`src/rtl/mac_pe_pipe_if.sv`:
```
// Operand/result bundle for one systolic MAC processing element.
// The master drives operands and controls; the slave (the PE) drives
// the forwarded operands and the accumulator state.
interface mac_pe_pipe_if #(
   parameter int BITS_AB = 8,
   parameter int BITS_C  = 16
);
   logic                      en;
   logic                      WrEn;
   logic                      clr;
   logic                      sat_en;
   logic                      vld_in;
   logic signed [BITS_AB-1:0] Ain;
   logic signed [BITS_AB-1:0] Bin;
   logic signed [BITS_C-1:0]  Cin;
   logic signed [BITS_AB-1:0] Aout;
   logic signed [BITS_AB-1:0] Bout;
   logic                      vld_out;
   logic signed [BITS_C-1:0]  Cout;
   logic                      acc_vld;
   logic                      ovf;

   modport master (
      output en, WrEn, clr, sat_en, vld_in, Ain, Bin, Cin,
      input  Aout, Bout, vld_out, Cout, acc_vld, ovf
   );

   modport slave (
      input  en, WrEn, clr, sat_en, vld_in, Ain, Bin, Cin,
      output Aout, Bout, vld_out, Cout, acc_vld, ovf
   );
endinterface

```
`src/rtl/mac_pe_pipe.sv`:
```
// Pipelined systolic MAC processing element.
// Stage 1 forwards A/B east/south and registers the full-width product.
// Stage 2 adds the product into a signed accumulator with optional
// saturation and a sticky overflow flag. en low freezes everything.
module mac_pe_pipe #(
   parameter int BITS_AB = 8,
   parameter int BITS_C  = 16
) (
   input  logic           clk,
   input  logic           rst_n,
   mac_pe_pipe_if.slave   bus
);
   localparam int PW = 2 * BITS_AB;

   // The accumulator must hold at least one full product.
   generate
      if (BITS_C < PW) begin : g_bad_width
         $error("mac_pe_pipe: BITS_C must be >= 2*BITS_AB");
      end
   endgenerate

   localparam logic signed [BITS_C-1:0] C_MAX = {1'b0, {(BITS_C-1){1'b1}}};
   localparam logic signed [BITS_C-1:0] C_MIN = {1'b1, {(BITS_C-1){1'b0}}};

   logic signed [BITS_AB-1:0] r_a;
   logic signed [BITS_AB-1:0] r_b;
   logic                      r_vld;
   logic signed [PW-1:0]      r_p;
   logic                      r_v1;
   logic signed [BITS_C-1:0]  r_c;
   logic                      r_acc_vld;
   logic                      r_ovf;

   logic signed [PW-1:0]      w_prod;
   logic signed [BITS_C:0]    w_c_ext;
   logic signed [BITS_C:0]    w_p_ext;
   logic signed [BITS_C:0]    w_sum;
   logic                      w_of;
   logic signed [BITS_C-1:0]  w_acc;

   // Operands widened before the multiply so the product keeps every bit.
   assign w_prod  = PW'(bus.Ain) * PW'(bus.Bin);

   // One guard bit above the accumulator exposes overflow as a sign mismatch.
   assign w_c_ext = {r_c[BITS_C-1], r_c};
   assign w_p_ext = {{(BITS_C+1-PW){r_p[PW-1]}}, r_p};
   assign w_sum   = w_c_ext + w_p_ext;
   assign w_of    = w_sum[BITS_C] ^ w_sum[BITS_C-1];

   // Resolve the accumulate result: clamp toward the true sign when saturating.
   always_comb begin
      w_acc = w_sum[BITS_C-1:0];
      if (w_of && bus.sat_en)
         w_acc = w_sum[BITS_C] ? C_MIN : C_MAX;
   end

   // Stage 1: forward operands to neighbours and register the product.
   always_ff @(posedge clk or negedge rst_n) begin
      if (!rst_n) begin
         r_a   <= '0;
         r_b   <= '0;
         r_vld <= 1'b0;
         r_p   <= '0;
      end else if (bus.en) begin
         r_a   <= bus.Ain;
         r_b   <= bus.Bin;
         r_vld <= bus.vld_in;
         r_p   <= w_prod;
      end
   end

   // Stage 2: clear beats preload beats accumulate; clear/preload also
   // drop the product entering the pipe so it never lands later.
   always_ff @(posedge clk or negedge rst_n) begin
      if (!rst_n) begin
         r_v1      <= 1'b0;
         r_c       <= '0;
         r_acc_vld <= 1'b0;
         r_ovf     <= 1'b0;
      end else if (bus.en) begin
         if (bus.clr) begin
            r_v1      <= 1'b0;
            r_c       <= '0;
            r_acc_vld <= 1'b0;
            r_ovf     <= 1'b0;
         end else if (bus.WrEn) begin
            r_v1      <= 1'b0;
            r_c       <= bus.Cin;
            r_acc_vld <= 1'b0;
         end else begin
            r_v1 <= bus.vld_in;
            if (r_v1) begin
               r_c       <= w_acc;
               r_acc_vld <= 1'b1;
               if (w_of)
                  r_ovf <= 1'b1;
            end else begin
               r_acc_vld <= 1'b0;
            end
         end
      end
   end

   assign bus.Aout    = r_a;
   assign bus.Bout    = r_b;
   assign bus.vld_out = r_vld;
   assign bus.Cout    = r_c;
   assign bus.acc_vld = r_acc_vld;
   assign bus.ovf     = r_ovf;
endmodule

```
`src/flat_wrapper.sv`:
```
// flat-port wrapper written by rule: the top's interface ports become plain ports
module mac_pe_pipe_flat 
#(
   parameter int BITS_AB = 8,
   parameter int BITS_C  = 16
)
  (clk, rst_n, bus_en, bus_WrEn, bus_clr, bus_sat_en, bus_vld_in, bus_Ain, bus_Bin, bus_Cin, bus_Aout, bus_Bout, bus_vld_out, bus_Cout, bus_acc_vld, bus_ovf);
  mac_pe_pipe_if #(.BITS_AB(BITS_AB), .BITS_C(BITS_C)) bus_i ();
  input  logic clk;
  input  logic rst_n;
  input wire logic [$bits(bus_i.en)-1:0] bus_en;
  input wire logic [$bits(bus_i.WrEn)-1:0] bus_WrEn;
  input wire logic [$bits(bus_i.clr)-1:0] bus_clr;
  input wire logic [$bits(bus_i.sat_en)-1:0] bus_sat_en;
  input wire logic [$bits(bus_i.vld_in)-1:0] bus_vld_in;
  input wire logic [$bits(bus_i.Ain)-1:0] bus_Ain;
  input wire logic [$bits(bus_i.Bin)-1:0] bus_Bin;
  input wire logic [$bits(bus_i.Cin)-1:0] bus_Cin;
  output wire logic [$bits(bus_i.Aout)-1:0] bus_Aout;
  output wire logic [$bits(bus_i.Bout)-1:0] bus_Bout;
  output wire logic [$bits(bus_i.vld_out)-1:0] bus_vld_out;
  output wire logic [$bits(bus_i.Cout)-1:0] bus_Cout;
  output wire logic [$bits(bus_i.acc_vld)-1:0] bus_acc_vld;
  output wire logic [$bits(bus_i.ovf)-1:0] bus_ovf;
  assign bus_i.en = bus_en;
  assign bus_i.WrEn = bus_WrEn;
  assign bus_i.clr = bus_clr;
  assign bus_i.sat_en = bus_sat_en;
  assign bus_i.vld_in = bus_vld_in;
  assign bus_i.Ain = bus_Ain;
  assign bus_i.Bin = bus_Bin;
  assign bus_i.Cin = bus_Cin;
  assign bus_Aout = bus_i.Aout;
  assign bus_Bout = bus_i.Bout;
  assign bus_vld_out = bus_i.vld_out;
  assign bus_Cout = bus_i.Cout;
  assign bus_acc_vld = bus_i.acc_vld;
  assign bus_ovf = bus_i.ovf;
  mac_pe_pipe #(.BITS_AB(BITS_AB), .BITS_C(BITS_C)) u_core (.clk(clk), .rst_n(rst_n), .bus(bus_i));
endmodule
```
`config.mk`:
```
export PLATFORM = sky130hd
export DESIGN_NAME = mac_pe_pipe_flat
export DESIGN_NICKNAME = d
export VERILOG_FILES = /design/src/rtl/mac_pe_pipe_if.sv /design/src/rtl/mac_pe_pipe.sv /design/src/flat_wrapper.sv
export SDC_FILE = /design/constraint.sdc
export NUM_CORES = 1
export LEC_CHECK = 0
export ABC_AREA = 0
export BUFFER_PORTS_ARGS = -buffer_cell sky130_fd_sc_hd__buf_2
export CAP_MARGIN = 20
export CORE_MARGIN = 3
export CORE_UTILIZATION = 37
export CTS_CLUSTER_SIZE = 40
export DETAILED_ROUTE_END_ITERATION = 7
export SLEW_MARGIN = 30
export SYNTH_ARGS = -nofsm -noshare
export SYNTH_HDL_FRONTEND = slang
export SYNTH_SLANG_ARGS = --single-unit
```
`constraint.sdc`:
```
create_clock -name clk -period 4.2 [get_ports clk]
set_clock_uncertainty 0.2 [all_clocks]
set_input_delay 0.63 -clock clk [delete_from_list [all_inputs] [get_ports clk]]
set_output_delay 0.63 -clock clk [all_outputs]
set_load 0.01 [all_outputs]
```
==> results.cfg <==
[placement]
gp_congestion = 0.870
pre_cts_slack_ps = -641
hpwl_mm = 11.0
dp_cells = 864
port_buffers = 73

[worst_setup_path]
crit_required_ps = 4190
timing.critical_path.arrival_ps = 4320
crit_family = adder cells
crit_type = primary input to flip-flop
cp-end-kind = flip-flop
slowest_stage = fa_1
max_stage_delay_ps = 590
critical_path_buf_inv_count = 5
path_common_cell = fa_1
start_kind = primary input
path_cells = buf_12 > buf_12 > nand2_8 > inv_2 > fa_1 > inv_2 > fa_2 > fa_1 > fa_1 > inv_1 > ha_4 > nand2_1 > nand2_1 > a41oi_2 > nor2b_4 > xnor2_2 > mux2_4
crit_fanout = 7

[timing]
rsz0062_at_grt = true
fmax_mhz = 231
post-route-min-period_ps = 4330
tightest_slew_ps = 602
finalSetupViolations = 5
worst_slack_ps = -125
fin_hold_ws_ps = 88.9
period_share_pct = 103
max_slew_margin_pct = 59.6
finalHoldViolCount = 0
finalMaxSlewViolations = 0

[final_layout]
diodes = 0
fin_nets = 836
final_util_pct = 49.0
drive_gt1_share_pct = 33.7
area_delta_synth_final_pct = 29.0
fin_cells = 881

[detailed_routing]
viasPerCell = 5.14
post-route-drc-count = 0
drtPass1Iterations = 4
drt_iter0_drc = 212
wire_per_inst_um = 15.4
vias = 4526
antenna_left = 0
routed_wl_mm = 13.6

[min_path]
hp-class = primary input to async pin

[die]
die_h_um = 128
boundaryPins = 74
dieArea_sq_mm = 0.0165
rows = 44
die_w_um = 128
start_util_pct = 38.0
coreArea_sq_mm = 0.0146

[power_and_ir_drop]
netSwitchingFraction_pct = 43.7
internal-power_uw = 2610
p_leak_uw = 0.00341
peakVddDrop_mv = 0.241
clockPowerShare_pct = 10.4
p_sw_uw = 2020
power_uw = 4630
cellPowerDensity_mw_per_mm2 = 647
power_frac_comb_pct = 72.9
p_seq_share_pct = 16.7

[synthesis]
synth_top_flop_cell = dfrtp_1
ys_warn_count = 0
synth_most_common_cell = inv_1
syn_nets = 717
synthDominantCellAreaShare_pct = 23.5
ys_types = 59
synth_seq_cells = 52
synth_top_area_cell = dfrtp_1
ys_top_cells_by_count = inv_1, fa_1, dfrtp_1
synth_area_per_cell_sq_um = 9.60
synth_enable_flop_cells = 0
synth_area_leaders = dfrtp_1, fa_1, ha_1
synth_seq_area_share_pct = 23.5
async_flop_share_pct = 100
syn_inst = 577
netlist_area_sq_mm = 0.00554

[cts]
clockBufferDepth = 2
cts_buffers = 5
tritoncts = done
cts.sinks = 52
h-tree-depth = 2
clk_latency_ps = 300
cts_hold_buf = 0
clk_pin_slew_ps = 70
cts-root-buf = clkbuf_16

[grt]
grt_max_degree = 35
track_usage_pct = 17.3
overflow = 0
grt_pass1_vias = 4858
grt_first_pass_wirelength_mm = 23.2
grt_antenna_before_repair = 0

[outcome]
outcome = complete, but fails checks
violations = negative setup slack

[run]
maxCapViolations = 0
-- power by group through the flow --
stage	combinational (uW)	clock, uW	sequential, uW
after CTS	3310	502	774
after global placement	3110	0	777
after detailed placement	3180	0	784
after floorplan	2340	0	773
after global routing	3790	517	790
final	3370	482	772
-- sequential cells by signal (all words and copies together) (netlist names) --
register            count
u_core.bus.acc_vld      1
u_core.bus.ovf          1
u_core.bus.Bout         8
u_core.r_v1             1
u_core.bus.vld_out      1
u_core.r_p             16
u_core.bus.Cout        16
u_core.bus.Aout         8
-- cell type report --
cell class	count	area, sq um
well taps	184	230
multi-input cells	414	4110
clock inverters	2	35.0
flip-flops and latches	52	1300
repair buffers	132	992
inverters	91	347
fillers	1351	7440
clock buffers	6	129
-- metal layers --
metal	vias to the layer above	routed length [um]	GRT usage (%)
met5	-	0	0
met4	0	216	4.37
met3	20	671	3.03
met2	95	6720	31.3
met1	2214	6000	21.4
li1	2197	-	-
-- worst paths after layout --
| kind | startpoint | to | slack, ps | cells after the start |
|---|---|---|---|---|
| hold reg to reg | u_core.r_p[7]$_DFFE_PN0P_ | u_core.r_p[7]$_DFFE_PN0P_ | 290 | 1 |
| max in group asynchronous | rst_n | u_core.bus.Bout[6]$_DFFE_PN0P_ | 2920 | 2 |
| min in group clk | u_core.r_p[7]$_DFFE_PN0P_ | u_core.r_p[7]$_DFFE_PN0P_ | 290 | 1 |
| setup reg to reg | u_core.bus.Cout[0]$_DFFE_PN0P_ | u_core.bus.Cout[11]$_DFFE_PN0P_ | 760 | 9 |
| setup / recovery | bus_Bin[2] | u_core.r_p[13]$_DFFE_PN0P_ | -130 | 17 |
| hold / removal | rst_n | u_core.bus.Cout[2]$_DFFE_PN0P_ | 90 | 1 |
-- stage by stage --
stage | instance area, sq um | setup TNS [ps]
4_1_cts | 7070 | -573
2_1_floorplan | 5800 | -1080
3_3_place_gp | 6620 | -2990
5_1_grt | 7150 | -1440
3_5_place_dp | 6620 | -3550
6_report | 7150 | -397
-- kinds of logic after synthesis --
group / share of synthesized area, %
simple gates: 13.7
buf+inv: 7.73
fa+ha+maj: 30.4
xor+xnor: 3.64
flops: 23.5
mux: 5.44
compound gates: 15.6
-- layout by cell type (no fill, tap or decap), types with 7 or more instances in the layout --
master / count
a21oi_1: 27
a221o_1: 7
and2_1: 31
buf_12: 7
buf_2: 57
buf_4: 56
buf_6: 9
dfrtp_1: 52
fa_1: 52
ha_1: 33
ha_4: 11
inv_1: 79
inv_2: 11
mux2_2: 23
nand2_1: 33
nand2_2: 7
nor2_1: 19
nor3_1: 15
o21ai_0: 16
xnor2_1: 17
-- repair_timing --
action / in CTS / in global routing
gates resized for setup: 68 / 16
pin swaps: 41 / 22
setup endpoints to repair: 6 / 7
setup buffers: 7 / 2
cloned: 0 / 0
Power figures use the tool's default switching activity.
